--- src/rtl/fark_hakemi.sv ---
// -----------------------------------------------------------------------------
// fark_hakemi
//
// Round-robin arbiter and sequencer that shares one two-group
// accumulate-and-difference datapath between two requesters.
//
// The granted requester streams 2*K operands over a valid/ready handshake.
// The first K operands are summed into accumulator A and the next K into
// accumulator B. One cycle after the last operand the block registers |A-B|
// and raises a one-cycle result strobe tagged with the requester id.
//
// Parameters
//   N  operand width in bits
//   K  operands per group (K >= 2); a packet is 2*K operands
//   W  (derived) accumulator / result width = N + clog2(K)
//
// Ports
//   clk           rising-edge clock
//   rst           synchronous, active-high reset
//   istek0/1      requester has a packet pending (only looked at while idle)
//   veri0/1       requester operand
//   gecerli0/1    operand valid
//   hazir0/1      controller accepts the operand this cycle (registered decode)
//   sonuc         |A-B| of the last completed packet
//   sonuc_etkin   one-cycle strobe: sonuc is new
//   sonuc_kaynak  requester id of the current sonuc
//   mesgul        high whenever the controller is not idle
// -----------------------------------------------------------------------------
module fark_hakemi #(
  parameter int N = 8,
  parameter int K = 5
) (
  input  logic                    clk,
  input  logic                    rst,
  input  logic                    istek0,
  input  logic [N-1:0]            veri0,
  input  logic                    gecerli0,
  output logic                    hazir0,
  input  logic                    istek1,
  input  logic [N-1:0]            veri1,
  input  logic                    gecerli1,
  output logic                    hazir1,
  output logic [N+$clog2(K)-1:0]  sonuc,
  output logic                    sonuc_etkin,
  output logic                    sonuc_kaynak,
  output logic                    mesgul
);

  // Accumulator width: K operands of at most 2^N-1 each always fit.
  localparam int W  = N + $clog2(K);
  // Operand counter spans one whole packet (0 .. 2K-1).
  localparam int CW = $clog2(2 * K);

  localparam logic [CW-1:0] IDX_B_START = CW'(K);
  localparam logic [CW-1:0] IDX_LAST    = CW'(2 * K - 1);

  typedef enum logic [1:0] {
    BOSTA = 2'd0,   // idle / arbitrating
    KABUL = 2'd1,   // accepting operands from the granted requester
    FARK  = 2'd2    // one-cycle difference stage
  } state_t;

  state_t state_reg, state_next;

  logic          aktif_reg;        // requester currently being served
  logic          son_kaynak_reg;   // last requester granted (round-robin pointer)
  logic [W-1:0]  acc_a_reg;
  logic [W-1:0]  acc_b_reg;
  logic [CW-1:0] sayac_reg;        // index of the next operand within the packet
  logic [W-1:0]  sonuc_reg;
  logic          sonuc_etkin_reg;
  logic          sonuc_kaynak_reg;

  // ---------------------------------------------------------------------------
  // Request side: arbitration and operand selection
  // ---------------------------------------------------------------------------
  logic          istek_any;
  logic          grant_id;
  logic [N-1:0]  veri_sec;
  logic          gecerli_sec;
  logic [W-1:0]  veri_ext;
  logic          transfer;
  logic          grup_b;
  logic          son_operand;
  logic [W-1:0]  fark_abs;

  assign istek_any = istek0 | istek1;

  // Single requester wins outright; on a tie the one not served last wins.
  // With only istek1 high this picks 1, with only istek0 high it picks 0.
  assign grant_id = (istek0 & istek1) ? ~son_kaynak_reg : istek1;

  assign veri_sec    = aktif_reg ? veri1 : veri0;
  assign gecerli_sec = aktif_reg ? gecerli1 : gecerli0;
  assign veri_ext    = {{(W-N){1'b0}}, veri_sec};

  // In KABUL the active requester's hazir is always 1, so valid alone
  // completes the handshake.
  assign transfer    = (state_reg == KABUL) && gecerli_sec;
  assign grup_b      = (sayac_reg >= IDX_B_START);
  assign son_operand = (sayac_reg == IDX_LAST);

  assign fark_abs = (acc_a_reg > acc_b_reg) ? (acc_a_reg - acc_b_reg)
                                            : (acc_b_reg - acc_a_reg);

  // One-hot view of the active requester, used for the hazir decode.
  logic [1:0] aktif_oh;
  genvar gi;
  generate
    for (gi = 0; gi < 2; gi++) begin : g_aktif_oh
      assign aktif_oh[gi] = (aktif_reg == 1'(gi));
    end
  endgenerate

  // ---------------------------------------------------------------------------
  // FSM: state register
  // ---------------------------------------------------------------------------
  always_ff @(posedge clk) begin
    if (rst) begin
      state_reg <= BOSTA;
    end else begin
      state_reg <= state_next;
    end
  end

  // ---------------------------------------------------------------------------
  // FSM: next-state logic
  // ---------------------------------------------------------------------------
  always_comb begin
    state_next = state_reg;
    case (state_reg)
      BOSTA: begin
        if (istek_any) begin
          state_next = KABUL;
        end
      end
      KABUL: begin
        if (transfer && son_operand) begin
          state_next = FARK;
        end
      end
      FARK: begin
        state_next = BOSTA;
      end
      default: begin
        state_next = BOSTA;
      end
    endcase
  end

  // ---------------------------------------------------------------------------
  // FSM: outputs, decoded from registered state only
  // ---------------------------------------------------------------------------
  logic [1:0] hazir_vec;

  always_comb begin
    hazir_vec = 2'b00;
    mesgul    = 1'b0;
    if (state_reg == KABUL) begin
      hazir_vec = aktif_oh;
    end
    if (state_reg != BOSTA) begin
      mesgul = 1'b1;
    end
  end

  assign hazir0 = hazir_vec[0];
  assign hazir1 = hazir_vec[1];

  // ---------------------------------------------------------------------------
  // Datapath and arbitration registers
  // ---------------------------------------------------------------------------
  always_ff @(posedge clk) begin
    if (rst) begin
      aktif_reg        <= 1'b0;
      son_kaynak_reg   <= 1'b1;   // requester 0 wins the first tie
      acc_a_reg        <= '0;
      acc_b_reg        <= '0;
      sayac_reg        <= '0;
      sonuc_reg        <= '0;
      sonuc_etkin_reg  <= 1'b0;
      sonuc_kaynak_reg <= 1'b0;
    end else begin
      // Strobe defaults low; only the FARK exit raises it for one cycle.
      sonuc_etkin_reg <= 1'b0;
      case (state_reg)
        BOSTA: begin
          if (istek_any) begin
            aktif_reg      <= grant_id;
            son_kaynak_reg <= grant_id;
            acc_a_reg      <= '0;
            acc_b_reg      <= '0;
            sayac_reg      <= '0;
          end
        end
        KABUL: begin
          if (transfer) begin
            if (grup_b) begin
              acc_b_reg <= acc_b_reg + veri_ext;
            end else begin
              acc_a_reg <= acc_a_reg + veri_ext;
            end
            sayac_reg <= sayac_reg + CW'(1);
          end
        end
        FARK: begin
          sonuc_reg        <= fark_abs;
          sonuc_kaynak_reg <= aktif_reg;
          sonuc_etkin_reg  <= 1'b1;
        end
        default: begin
        end
      endcase
    end
  end

  assign sonuc        = sonuc_reg;
  assign sonuc_etkin  = sonuc_etkin_reg;
  assign sonuc_kaynak = sonuc_kaynak_reg;

endmodule

--- config.mk ---
export PLATFORM = sky130hd
export DESIGN_NAME = fark_hakemi
export DESIGN_NICKNAME = d
export VERILOG_FILES = /design/src/rtl/fark_hakemi.sv
export SDC_FILE = /design/constraint.sdc
export NUM_CORES = 1
export LEC_CHECK = 0
export ABC_CLOCK_PERIOD_IN_PS = 5900
export CAP_MARGIN = 20
export CORE_ASPECT_RATIO = 1.1
export CORE_MARGIN = 4
export CORE_UTILIZATION = 45
export DETAILED_ROUTE_END_ITERATION = 10
export PLACE_DENSITY = 0.66
export SETUP_SLACK_MARGIN = 0.2
export SLEW_MARGIN = 15
export SYNTH_ARGS = -nofsm -noshare
export SYNTH_HDL_FRONTEND = slang
export SYNTH_SLANG_ARGS = --single-unit
--- constraint.sdc ---
create_clock -name clk -period 5.9 [get_ports clk]
set_input_delay 1.77 -clock clk [delete_from_list [all_inputs] [get_ports clk]]
set_output_delay 1.77 -clock clk [all_outputs]
set_load 0.01 [all_outputs]
* Yosys cells after proc, flatten, opt, wreduce, memory -nomap -nowiden
Cells that the tools add are included.
W data, S select, Z words.
** Cells by class
- Add/subtract/negate cells :: 5
- $lt $le $gt $ge :: 2
- Equality and inequality tests :: 8
- Mux-type cells :: 20
- Bitwise logic cells :: 4
- Reduce and logical (&&, ||, !) cells :: 10
** Operators by type and width (number)
- $mux W11 :: 6
- $pmux W11 S2 :: 2
- $add A11 B8 Y11 :: 2
- $sub A11 B11 Y11 :: 2
- $gt A11 B11 Y1 :: 1
- $ne A2 B2 Y1 const B :: 5
- $mux W4 :: 2
- $mux W8 :: 1
- $pmux W4 S2 :: 1
- $reduce_and A4 Y1 :: 2
- $mux W2 :: 3
- $add A4 B1 Y4 const B :: 1
- $eq A4 B4 Y1 const B :: 1
- $ge A4 B3 Y1 const B :: 1
- $mux W1 :: 4
- $pmux W2 S2 :: 1
- $reduce_and A2 Y1 :: 2
- $reduce_bool A2 Y1 :: 2
- $reduce_and A3 Y1 :: 1
- $eq A2 B1 Y1 const B :: 1
- $eq A2 B2 Y1 const B :: 1
- $logic_and A1 B1 Y1 :: 2
- $logic_not A2 Y1 :: 1
- $not A1 Y1 :: 2
- other kinds (2) :: 2
** Storage, ports and cells
- Flip-flop bits (word level) :: 43
- Bits of input ports :: 22
- Output and inout port bits :: 16
- Word-level logic and storage cells :: 58

* Depth between registers and ports, before layout
- Depth in word-level cells :: 5
- Gate-level depth with buffers :: 9
- Depth with buffers taken out :: 9

* Worst setup path after synthesis
No wires, ideal clock.
- Path kind :: input -> register
- Start point :: input port veri1[0]
- End point :: register acc_a_reg[8]
- Data arrival time :: 3.512 ns
- Required time :: 5.779 ns
- Path slack :: 2.267 ns
- Stages :: 9
- Cells stage by stage :: mux2_2 -> ha_1 -> fa_1 -> a21o_1 -> a211oi_1 -> o21a_1 -> nor3b_1 -> xnor2_1 -> nor2_1
** On the way
- Longest elaborated chain between the ends :: 5
** Ends and longest elaborated chain
- from (decl) :: line 40 : input logic [N-1:0] veri1,
- $mux W8 :: line 93 : assign veri_sec = aktif_reg ? veri1 : veri0;
- $add A11 B8 Y11 :: line 201 : acc_a_reg <= acc_a_reg + veri_ext;
- $mux W11 :: line 198 : if (grup_b) begin
- $mux W11 :: line 197 : if (transfer) begin
- $pmux W11 S2 :: line 186 : case (state_reg)
- to (signal assigned) :: line 201
- to (decl) :: line 67 : logic [W-1:0] acc_a_reg;
Every way passes these cells. The select of a mux whose other input is x is not followed.
A chain may end at the register's enable or synchronous reset.

* Worst setup path in the final report
- Start point :: input port veri0[1]
- End point :: register acc_b_reg[7]
** On the way
- Longest elaborated chain between the ends :: 5
** Ends and longest elaborated chain
- from (decl) :: line 36 : input logic [N-1:0] veri0,
- $mux W8 :: line 93
- $add A11 B8 Y11 :: line 199 : acc_b_reg <= acc_b_reg + veri_ext;
- $mux W11 :: line 198
- $mux W11 :: line 197
- $pmux W11 S2 :: line 186
- to (signal assigned) :: line 199
- to (decl) :: line 68 : logic [W-1:0] acc_b_reg;
Every way passes these cells. The select of a mux whose other input is x is not followed.

==> flow_metrics.env <==
export IMPL_status="finished, final reports clean"
export IMPL_final_setup_viol_count=0
export IMPL_place_inst=552
export IMPL_yosys_warnings=0
export IMPL_place_area_um2=3931
export IMPL_synth_top_area_share_pct=24.82
export IMPL_cts_root_buf="clkbuf_8"
export IMPL_max_cap_violations=0
export IMPL_synthAdderAreaFrac_pct=16.74
export IMPL_grtUsageTotal_pct=19.13
export IMPL_area_growth_pct=16.59
export IMPL_cts_tree="built"
export IMPL_cts_sinks=43
export IMPL_ant_nets=0
export IMPL_design_area_um2=4044
export IMPL_gp_congestion=0.9122
export IMPL_power_density_nw_per_um2=193.6
export IMPL_synth_cells=420
export IMPL_ys_flop_type="dfxtp_1"
export IMPL_holdBufCountCts=0
export IMPL_pre_cts_slack_ns=1.622
export IMPL_grt_overflow_total=0
export IMPL_rows=33
export IMPL_crit_fanout=4
export IMPL_p_total_mw=0.7827
export IMPL_synth_compound_area_share_pct=24.78
export IMPL_grt_pass1_vias=3075
export IMPL_dr_total_vias=3147
export IMPL_critPathKind="in -> reg"
export IMPL_worst_ep_arrival_time_ns=4.14
export IMPL_cellLeakagePower_nw=1.584
export IMPL_drcViolationCount=0
export IMPL_die_h_um=100.1
export IMPL_vdd_drop_max_mv=0.09398
export IMPL_drt_wl_total_mm=8.463
export IMPL_wl_per_cell_um=15.11
export IMPL_io_pin_count=38
export IMPL_finalWorstSetupSlack_ns=1.952
export IMPL_dieWidth_um=91.71
export IMPL_die_area_um2=9177
export IMPL_antenna_cells=0
export IMPL_crit_required_ns=6.09
export IMPL_finalCritPeriodShare_pct=66.92
export IMPL_post_cts_setup_buffers=0
export IMPL_clkLatencyLatePin_ns=0.30
export IMPL_ys_ff_latch=43
export IMPL_start_util_pct=46.41
export IMPL_synth_xor_xnor_area_share_pct=4.293
export IMPL_synth_simple_area_share_pct=22.01
export IMPL_ys_seq_area_share_pct=24.82
export IMPL_drtIter0Drc=104
export IMPL_antenna_found_initial=0
export IMPL_dr_pass1_iters=4
export IMPL_min_period_ns=3.948
export IMPL_fin_tns_setup_ns=0
export IMPL_layout_drive_gt1_share_pct=6.813
export IMPL_hpwl_mm=6.778
export IMPL_synth_cell_type_count=64
export IMPL_synthTopCellsByArea="dfxtp_1, ha_1, nor2_1"
export IMPL_slew_headroom_pct=31.26
export IMPL_synth_edf_count=0
export IMPL_fin_nets=520
export IMPL_clkSlewWorstSetupHoldPaths_ns=0.09
export IMPL_grt_max_degree=24
export IMPL_final_setup_skew_ns=0.009812
export IMPL_portBuffers=37
export IMPL_maxSlewViolCount=0
export IMPL_tightest_slew_ns=1.023
export IMPL_synthArstFlopShare_pct=0
export IMPL_fmax_mhz=253.3
export IMPL_instances_no_fill=560
export IMPL_cts_max_path_buffers=2
export IMPL_cts_resized=0
export IMPL_r2r_slack_ns=2.92
export IMPL_synth_top_cell_by_area="dfxtp_1"
export IMPL_netlist_area_um2=3468
export IMPL_htreeDepth=2
export IMPL_syn_nets=486
export IMPL_core_um2=7473
export IMPL_hold_path_class="reg -> reg"
export IMPL_crit_path_end_kind="register"
export IMPL_synth_common_cells="dfxtp_1, nor2_1, ha_1"
export IMPL_finalHoldViolations=0
export IMPL_synth_area_per_cell_um2=8.258
export IMPL_cts_buffers=5
export IMPL_synth_mux_area_share_pct=2.886
export IMPL_synth_top_family_by_area="compound AO/OA/AOI/OAI gates"
export IMPL_rsz0062_at_grt="no"
export IMPL_critPathLaunchType="input port"
export IMPL_viasPerCell=5.620
export IMPL_grt_pass1_wl_mm=14.25
[power breakdown]
part	total, mW	internal (mW)	switching [mW]
Combinational	0.238	0.0997	0.138
Sequential	0.306	0.296	0.0101
Clock	0.239	0.126	0.112
[final cells by class]
| class | count | area, µm² |
|---|---|---|
| sequential | 43 | 860.8 |
| timing repair buffer | 39 | 385.4 |
| tap | 105 | 131.4 |
| multi-input combinational | 338 | 2452 |
| fill | 754 | 3430 |
| inverter | 27 | 101.3 |
| clock inverter | 3 | 43.79 |
| clock buffer | 5 | 68.82 |
[logic make-up (layout without fill, tap and decap cells)]
| group | after synthesis | count (layout) |
|---|---|---|
| buffers and inverters | 39 | 74 |
| AOI/OAI and AO/OA | 121 | 121 |
| DFF | 43 | 43 |
| xor gates and xnor gates | 17 | 17 |
| and+or+nand+nor | 147 | 147 |
| adders and majority gates | 44 | 44 |
| muxes | 9 | 9 |
[path summary, 6_finish.rpt]
path	startpoint	endpoint	cells past startpoint
min reg2reg	sonuc_kaynak	sonuc_kaynak	2
max	veri0[1]	acc_b_reg[7]	9
max reg2reg	aktif_reg	acc_b_reg[7]	8
min	sonuc_kaynak	sonuc_kaynak	2
[through the flow]
step / util (%) / hold slack (ns)
floorplan: - / 0.4662
CTS: 54.11 / 0.4701
global route: 54.11 / 0.4944
detailed placement: 52.60 / 0.4569
global placement: 52.60 / 0.4444
finish: 54.11 / 0.4648
[per-layer routing]
metal	vias to the layer above	wire length, µm	global-route usage, %
met4	0	180	7.429
li1	1613	-	-
met1	1454	3844	22.81
met3	15	263	2.624
met5	-	0	0
met2	65	4175	34.74
[worst max-delay path, cell delays in order]
cell and delay (ns):
clkdlybuf4s50_1 0.41, mux2_2 0.33, ha_1 0.28, a21o_1 0.15, a21oi_1 0.19, o21ai_0 0.21
o41ai_1 0.38, nor4_1 0.09, a311o_1 0.32
[placed cells by master (no fill, tap or decap), types with 3 or more instances in the layout]
cell,synthesis,final
dfxtp_1,43,43
a22o_1,8,8
o211ai_1,5,5
a21o_1,10,10
a31o_2,3,3
inv_1,27,27
nor2_1,43,43
nor2b_1,6,6
o221ai_1,3,3
and3_1,4,4
xnor2_1,13,13
nand3_1,14,14
a22oi_1,5,5
nor3_1,11,11
or4_1,3,3
or3_1,10,10
clkbuf_8,0,5
clkdlybuf4s50_1,0,37
nor4_1,5,5
a21oi_1,29,29
nand2_1,26,26
ha_1,40,40
mux2_2,8,8
fa_1,4,4
xor2_1,4,4
o21ai_0,20,20
a221o_1,4,4
nand2b_1,6,6
a31oi_1,7,7
a211oi_1,5,5
nand3b_1,4,4
(Power assumes the default switching activity.)
